<file path="config.mk">
export PLATFORM = sky130hd
export DESIGN_NAME = exception_sequencer
export DESIGN_NICKNAME = d
export VERILOG_FILES = /design/src/rtl/exception_sequencer_pkg.sv /design/src/rtl/exception_sequencer_priority_enc.sv /design/src/rtl/exception_sequencer.sv
export SDC_FILE = /design/constraint.sdc
export NUM_CORES = 1
export LEC_CHECK = 0
export BUFFER_PORTS_ARGS = -buffer_cell sky130_fd_sc_hd__buf_4
export CAP_MARGIN = 20
export CORE_ASPECT_RATIO = 1.2
export CORE_MARGIN = 2
export CORE_UTILIZATION = 49
export CTS_CLUSTER_SIZE = 16
export DETAILED_ROUTE_END_ITERATION = 8
export PLACE_DENSITY = 0.86
export SLEW_MARGIN = 20
export SYNTH_ARGS = -nofsm -noshare
export SYNTH_HDL_FRONTEND = slang
export SYNTH_SLANG_ARGS = --single-unit
</file>
<file path="constraint.sdc">
create_clock -name clk -period 3.5 [get_ports clk]
set_input_delay 0.35 -clock clk [delete_from_list [all_inputs] [get_ports clk]]
set_output_delay 0.35 -clock clk [all_outputs]
set_load 0.03 [all_outputs]
</file>
<file path="src/rtl/exception_sequencer_pkg.sv">
// Shared definitions for the exception-entry sequencer: FSM states, the
// memory address-source select codes (these must match the datapath address
// mux) and the exception cause codes.
package exception_sequencer_pkg;

  typedef enum logic [1:0] {
    ST_IDLE = 2'd0,
    ST_SAVE = 2'd1,
    ST_WAIT = 2'd2,
    ST_LOAD = 2'd3
  } excState_t;

  localparam logic [2:0] SRC_PC     = 3'b000;
  localparam logic [2:0] SRC_ALUOUT = 3'b001;
  localparam logic [2:0] SRC_NOOP   = 3'b010;
  localparam logic [2:0] SRC_OVFL   = 3'b011;
  localparam logic [2:0] SRC_DIV0   = 3'b100;

  localparam logic [1:0] CAUSE_NOOP = 2'b00;
  localparam logic [1:0] CAUSE_OVFL = 2'b01;
  localparam logic [1:0] CAUSE_DIV0 = 2'b10;

  // Map a cause code onto the address-source select of its cause address.
  function automatic logic [2:0] causeToSrc(input logic [1:0] cause);
    logic [2:0] src;
    case (cause)
      CAUSE_NOOP: src = SRC_NOOP;
      CAUSE_OVFL: src = SRC_OVFL;
      CAUSE_DIV0: src = SRC_DIV0;
      default:    src = SRC_PC;
    endcase
    return src;
  endfunction

endpackage

</file>
<file path="src/rtl/exception_sequencer_priority_enc.sv">
// Combinational three-request priority encoder for exception entry.
// Priority is noop > ovfl > div0; lower requests are simply not reported.
module exc_priority_enc
  import exception_sequencer_pkg::*;
(
  input  logic       noopReq,
  input  logic       ovflReq,
  input  logic       div0Req,
  output logic       anyReq,
  output logic [1:0] cause
);

  // Pick the highest-priority active request.
  always_comb begin
    anyReq = 1'b0;
    cause  = CAUSE_NOOP;
    if (noopReq) begin
      anyReq = 1'b1;
      cause  = CAUSE_NOOP;
    end else if (ovflReq) begin
      anyReq = 1'b1;
      cause  = CAUSE_OVFL;
    end else if (div0Req) begin
      anyReq = 1'b1;
      cause  = CAUSE_DIV0;
    end else begin
      anyReq = 1'b0;
      cause  = CAUSE_NOOP;
    end
  end

endmodule

</file>
<file path="src/rtl/exception_sequencer.sv">
// Multicycle exception-entry sequencer. Saves EPC, steers the memory address
// source to the cause address, waits MEM_LAT cycles for the handler byte and
// loads it into PC. All outputs are registered.
// Optional feature: define EXC_CAUSE_REG_EN to add the latched cause_out port.
module exception_sequencer
  import exception_sequencer_pkg::*;
#(
  parameter int          MEM_LAT   = 1,
  parameter logic [31:0] PC_OFFSET = 32'd4
) (
  input  logic        clk,
  input  logic        reset,
  input  logic        exc_noop,
  input  logic        exc_ovfl,
  input  logic        exc_div0,
  input  logic [31:0] pc_in,
  input  logic [31:0] mem_data_in,
  output logic [2:0]  src_add_mem,
  output logic        busy,
  output logic        epc_wr,
  output logic [31:0] epc_out,
  output logic        pc_wr,
  output logic [31:0] pc_out,
  output logic        done
`ifdef EXC_CAUSE_REG_EN
  ,
  output logic [1:0]  cause_out
`endif
);

  // Counter preload: WAIT lasts MEM_LAT cycles, ending on the edge where it is 0.
  localparam logic [1:0] LAT_INIT = 2'(MEM_LAT - 1);

  excState_t  state_r;
  logic [1:0] latCnt_r;
  logic       reqValid_s;
  logic [1:0] reqCause_s;
  logic       unusedMemBits_s;

  // Only the handler byte is meaningful; the upper data bits are deliberately dropped.
  assign unusedMemBits_s = ^mem_data_in[31:8];

  exc_priority_enc uPrio (
    .noopReq (exc_noop),
    .ovflReq (exc_ovfl),
    .div0Req (exc_div0),
    .anyReq  (reqValid_s),
    .cause   (reqCause_s)
  );

  // Sequencer FSM, latency counter and all registered outputs.
  always_ff @(posedge clk) begin
    if (reset) begin
      state_r     <= ST_IDLE;
      latCnt_r    <= 2'd0;
      src_add_mem <= SRC_PC;
      busy        <= 1'b0;
      epc_wr      <= 1'b0;
      pc_wr       <= 1'b0;
      done        <= 1'b0;
      epc_out     <= 32'd0;
      pc_out      <= 32'd0;
`ifdef EXC_CAUSE_REG_EN
      cause_out   <= 2'b00;
`endif
    end else begin
      case (state_r)
        ST_IDLE: begin
          pc_wr <= 1'b0;
          done  <= 1'b0;
          if (reqValid_s) begin
            state_r     <= ST_SAVE;
            src_add_mem <= causeToSrc(reqCause_s);
            busy        <= 1'b1;
            epc_wr      <= 1'b1;
            epc_out     <= pc_in - PC_OFFSET;
`ifdef EXC_CAUSE_REG_EN
            cause_out   <= reqCause_s;
`endif
          end else begin
            src_add_mem <= SRC_PC;
            busy        <= 1'b0;
            epc_wr      <= 1'b0;
          end
        end
        ST_SAVE: begin
          state_r  <= ST_WAIT;
          latCnt_r <= LAT_INIT;
          epc_wr   <= 1'b0;
        end
        ST_WAIT: begin
          if (latCnt_r == 2'd0) begin
            state_r <= ST_LOAD;
            pc_out  <= {24'd0, mem_data_in[7:0]};
            pc_wr   <= 1'b1;
            done    <= 1'b1;
          end else begin
            latCnt_r <= latCnt_r - 2'd1;
          end
        end
        ST_LOAD: begin
          state_r     <= ST_IDLE;
          pc_wr       <= 1'b0;
          done        <= 1'b0;
          busy        <= 1'b0;
          src_add_mem <= SRC_PC;
        end
        default: begin
          state_r     <= ST_IDLE;
          latCnt_r    <= 2'd0;
          src_add_mem <= SRC_PC;
          busy        <= 1'b0;
          epc_wr      <= 1'b0;
          pc_wr       <= 1'b0;
          done        <= 1'b0;
        end
      endcase
    end
  end

endmodule

</file>
# [Word-level counts from Yosys, hierarchy flattened]
# Index checks and enable logic that the tools add are counted.
# Widths: inputs -> output; s select.
[word_totals] out_inout_bits=71 word_cells=50 input_bits=69 register_bits=50
[classes] n_addsub=2 n_mux=19 n_reduce_logical=13 n_eq_ne=8
[op_table] cell="$sub 32x3->32 const B" count=1
[op_table] cell="$mux 2" count=6
[op_table] cell="$reduce_and 2->1" count=5
[op_table] cell="$pmux 3 s3" count=1
[op_table] cell="$pmux 2 s4" count=1
[op_table] cell="$reduce_bool 2->1" count=4
[op_table] cell="$eq 2x2->1 const B" count=3
[op_table] cell="$logic_not 2->1" count=3
[op_table] cell="$ne 2x2->1 const B" count=3
[op_table] cell="$pmux 1 s2" count=3
[op_table] cell="$pmux 3 s2" count=1
[op_table] cell="$mux 1" count=5
[op_table] cell="$eq 2x1->1 const B" count=2
[op_table] cell="$pmux 2 s2" count=1
[op_table] cell="$mux 3" count=1
[op_table] cell="$reduce_or 2->1" count=1
[op_table] cell="$sub 2x1->2 const B" count=1

# [Logic depth before layout (Yosys ltp)]
[depth] ltp_word=7 mapped_depth=7 ltp_nobuf=6

# [By module]
# Synthesis repeated with hierarchy kept, for this count alone.
[unflattened] cells_unflattened=319 hier_area_um2=2625.0
[modules_own_cells] mod="exception_sequencer" cells_per_inst=316 instances=1 seq_area_each_um2=1001.0 area_per_inst_um2=2605.0
[modules_own_cells] mod="exc_priority_enc" cells_per_inst=3 instances=1 seq_area_each_um2=0.0 area_per_inst_um2=20.0

# [Least setup slack after synthesis]
# No wires, ideal clock.
[synth_timing] kind="input port to flip-flop" startpoint="input port pc_in[2]" endpoint="register epc_out[22]" path_buffers=1 arrival_time_ns=2.167 setup_time_ns=0.074 required_time_ns=3.426 setup_slack_ns=1.259 path_stages=7 cell_sequence="inv_1 > ha_1 > or4b_1 > buf_2 > or4_1 > or3_1 > a31oi_1"
[synth_via] elab_chain_len=1
[synth_rtl] item="start: declaration" line_no="exception_sequencer.sv:16" source="input logic [31:0] pc_in,"
[synth_rtl] item="$sub 32x3->32" line_no="exception_sequencer.sv:76" source="epc_out <= pc_in - PC_OFFSET;"
[synth_rtl] item="end signal: assignment" line_no="exception_sequencer.sv:76"
[synth_rtl] item="end: declaration" line_no="exception_sequencer.sv:21" source="output logic [31:0] epc_out,"
# Every way passes these cells.
# A chain may end at the register's enable or synchronous reset.

# [Worst setup path in the final report]
[layout_timing] startpoint="input port pc_in[2]" endpoint="register epc_out[28]"
# The elaborated chain is that of the path after synthesis.

==> results.md <==
GRT:
- The via count of the first global-routing pass is 2,456.
- The total overflow reported by the global router is 0.
- The first global-routing pass estimated 10.9 mm of wire.
- The total track usage is 0.218.
- Entering global routing, the biggest net connects 59 pins.
- The number of antenna violations at the first check in global routing came to 0.

Final layout:
- The area of all placed cells without fillers is 3360 um^2.
- The net count reported at finish is 480.
- In the layout the commonest cells are sky130_fd_sc_hd__buf_4 (92), sky130_fd_sc_hd__dfxtp_1 (50), sky130_fd_sc_hd__nor2_1 (28), sky130_fd_sc_hd__nand2_1 (26).
- From synthesis to final layout, the design area changed by 24.7%.
- The number of antenna diodes in the final layout is 0.
- Of the cells placed in the final design, the portion with a size suffix greater than 1 is 0.271.
- The most frequent standard cell in the layout excluding fill and tap cells is sky130_fd_sc_hd__buf_4.
- The final cell utilization of the core is 0.634.
- The layout has 497 filler cells.
- The number of standard cells in the layout, taps in and fillers out is 468.

Outcome:
- The flow ran to the end, and the final reports show no timing, DRC or antenna violations.

Worst setup path:
- Data on the critical path arrives at its endpoint at 2.60 ns.
- The signal on the critical path passes through buf_4 -> inv_1 -> ha_1 -> or4b_1 -> or3_1 -> or4_1 -> a31oi_1.
- The launching point of the worst reg2reg path is state_r[0].
- For flop-to-flop paths, the worst setup slack is 1.30 ns.
- The worst setup path is captured at a flip-flop.
- The capturing point of the worst reg2reg path is epc_out[29].
- The worst register-to-register path has a depth of 6.
- At the worst endpoint, the required time is 3.74 ns.
- The kind of critical path is input port to flip-flop.
- The number of buffers and inverters on the critical path is 2.
- The kind of cell with the highest combined delay along the critical path is simple AND/OR/NAND/NOR gates.
- The slowest library cell on the worst path is sky130_fd_sc_hd__or4b_1.
- In this design, the stage delay of the slowest critical-path cell is 0.64 ns.
- The most critical setup path has its startpoint at pc_in[2].
- The type of element launching the critical path is an input port.
- The highest fanout seen on the critical path is 11.

Placement:
- Detailed placement finished with a half-perimeter wire length of 5.00 mm.
- The number of placed instances, taps included is 460.
- Before CTS, the worst setup slack after placement is 0.833 ns.
- The final weighted congestion in routability-driven placement is 0.894.
- In this run the tool buffered the top-level ports with 91 buffer cells.
- The cell area after placement is 3270 um^2.

STA:
- The final count of negative-setup-slack endpoints is 0.
- In this run the tightest slew margin relative to its limit is 0.338.
- The share of the cycle needed by the critical path after routing is 0.675.
- The worst path setup slack after routing is 1.14 ns.
- At the pin with the least slew margin, the transition time is 0.992 ns.
- For this run, the top clock speed supported by timing is 423 MHz.
- The clock skew after layout is 0.00196 ns.
- Setup repair after global routing left no endpoint under its margin.
- The total count of hold-check failures in the final report is 0.
- The max-slew violation count is 0.
- The setup TNS after final layout is 0 ns.
- Subtracting the final worst setup slack from the clock period gives 2.36 ns.
- The final hold slack is 0.237 ns.

Clock tree:
- TritonCTS built the clock tree.
- Clock-pin slew was measured on the worst setup and hold paths at 0.09 ns.
- CTS placed an instance of sky130_fd_sc_hd__clkbuf_8 at the clock tree root.
- The number of hold buffers added after CTS was 0.
- The total number of H-tree levels is 2.
- At the later pin of the worst-skew pair, clock insertion delay measures 0.30 ns.
- The clock drives 50 sinks.
- The count of cells resized by post-cts repair is 0.
- The total setup buffers inserted after CTS is 0.
- The worst-case clock buffer depth is 2.
- The number of buffers created by CTS is 5.

Hold path:
- The number of stages on the worst hold path is 2.
- The origin of the worst min-delay path is pc_in[2].
- The type of the most critical hold path is input port to flip-flop.
- The worst hold path terminates at epc_out[2].

Die:
- Measured along the x axis, the die boundary spans 71.7 um.
- Row generation in the floorplan step produced 29 rows.
- The total core area is 5300 um^2.
- The initial standard-cell utilization of the core is 0.509.
- Pin placement for this block handled 140 I/O pins.
- In this run the vertical extent of the chip is 85.2 um.
- The die covers 6110 um^2.

Power and ir drop:
- The worst voltage drop across the vdd grid is 0.433 mV.
- The power density over cell area is 730 nW/um^2.
- The total power draw is 2.45 mW.
- Summed over all cells, the static leakage comes to 1.37 nW.

Routing:
- The number of nets with antenna violations after detailed routing is 0.
- After detailed routing, the average wire length per cell comes to 14.5 um.
- The mean number of vias per cell is 5.68.
- The detailed router placed 2,657 vias in this run.
- The first TritonRoute pass finished after 4 iterations.
- The detailed-route wire length is 6.77 mm.
- The first-iteration detailed-routing DRC count is 79.
- After detailed routing, the number of remaining DRC violations is 0.

Synth:
- The gate count after technology mapping is 330.
- The netlist uses 46 different library cells.
- Each instance of the synthesized netlist takes up on average 8.17 um^2.
- The number of flip-flops and latches in the synthesized netlist is 50.
- The count of warnings emitted by yosys is 0.
- The most used flip-flop cell after synthesis is sky130_fd_sc_hd__dfxtp_1.
- The share of flip-flops with an asynchronous set or reset after synthesis is 0.
- The sequential share of the synthesized area is 0.371.
- The cell area that synthesis handed to floorplanning was 2700 um^2.
- In this run, synthesis inferred 0 flip-flops with an integrated enable.

Flow run:
- The tool flagged a number of max-cap violations equal to 0.
-- kinds of logic (layout without fill, tap and decap cells) --
group,after synthesis,after routing,share of synthesized area
other,1,24,0.00139
xor gates and xnor gates,8,8,0.0260
AOI/OAI and AO/OA,91,91,0.213
muxes,2,2,0.00743
DFF,50,50,0.371
adders and majority gates,6,6,0.0279
buffers and inverters,56,109,0.117
and+or+nand+nor,116,116,0.236
-- power breakdown --
part	switching [mW]	internal (mW)
Clock	0.203	0.141
Sequential	0.101	0.754
Combinational	0.817	0.439
Total	1.12	1.33
-- per-layer routing --
layer / up-vias / global-route usage / share of wire
met3: 17 / 0.0392 / 0.066
met2: 108 / 0.379 / 0.50
li1: 1309 / - / -
met5: - / 0 / 0
met1: 1223 / 0.258 / 0.41
met4: 0 / 0.0995 / 0.025
-- how the worst max path moves through the flow --
stage / cells after the start / to
after global routing: 7 / epc_out[26]
after global placement: 7 / epc_out[28]
final: 7 / epc_out[28]
after CTS: 7 / epc_out[28]
after floorplan: 7 / epc_out[22]
after detailed placement: 7 / epc_out[28]
-- worst register-to-register path, cell delays in order, from the launching register on --
cell and delay, ns:
sky130_fd_sc_hd__dfxtp_1 0.35, sky130_fd_sc_hd__inv_1 0.10, sky130_fd_sc_hd__ha_1 0.26, sky130_fd_sc_hd__o31a_2 0.85, sky130_fd_sc_hd__o21ai_0 0.28, sky130_fd_sc_hd__o32a_1 0.23
sky130_fd_sc_hd__nand3_1 0.08
-- synth_stat cells, types with 3 or more instances --
cell type,n,share of area
sky130_fd_sc_hd__a31oi_1,11,0.026
sky130_fd_sc_hd__nor4_1,7,0.016
sky130_fd_sc_hd__buf_4,25,0.070
sky130_fd_sc_hd__nand4_1,3,0.0070
sky130_fd_sc_hd__nor2_1,28,0.039
sky130_fd_sc_hd__a211oi_1,6,0.017
sky130_fd_sc_hd__nand2b_1,3,0.0070
sky130_fd_sc_hd__ha_1,6,0.028
sky130_fd_sc_hd__nand3_1,3,0.0056
sky130_fd_sc_hd__o21ai_0,24,0.045
sky130_fd_sc_hd__inv_1,9,0.013
sky130_fd_sc_hd__or4_4,4,0.017
sky130_fd_sc_hd__nand2_1,26,0.036
sky130_fd_sc_hd__or3_1,10,0.023
sky130_fd_sc_hd__a311oi_1,6,0.019
sky130_fd_sc_hd__dfxtp_1,50,0.37
sky130_fd_sc_hd__nor3_1,4,0.0074
sky130_fd_sc_hd__o31ai_1,14,0.039
sky130_fd_sc_hd__xnor2_1,6,0.019
sky130_fd_sc_hd__clkbuf_1,17,0.024
sky130_fd_sc_hd__a21oi_1,22,0.041
sky130_fd_sc_hd__or2_2,4,0.0093
sky130_fd_sc_hd__or4_1,13,0.036
-- registers in the layout, indices dropped and copies added, names as in the netlist --
signal       count
epc_wr           1
latCnt_r         2
busy             1
state_r          2
done             1
pc_out           8
src_add_mem      3
epc_out         32
-- cell type report --
| class | count | area (um^2) | area share |
|---|---|---|---|
| multi-input cells | 247 | 1470 | 0.437 |
| inverters | 9 | 33.8 | 0.0101 |
| repair buffers | 92 | 691 | 0.206 |
| clock buffers | 5 | 68.8 | 0.0205 |
| well taps | 62 | 77.6 | 0.0231 |
| flip-flops and latches | 50 | 1000 | 0.298 |
| clock inverters | 3 | 21.3 | 0.00633 |
Power figures use the tool's default switching activity.
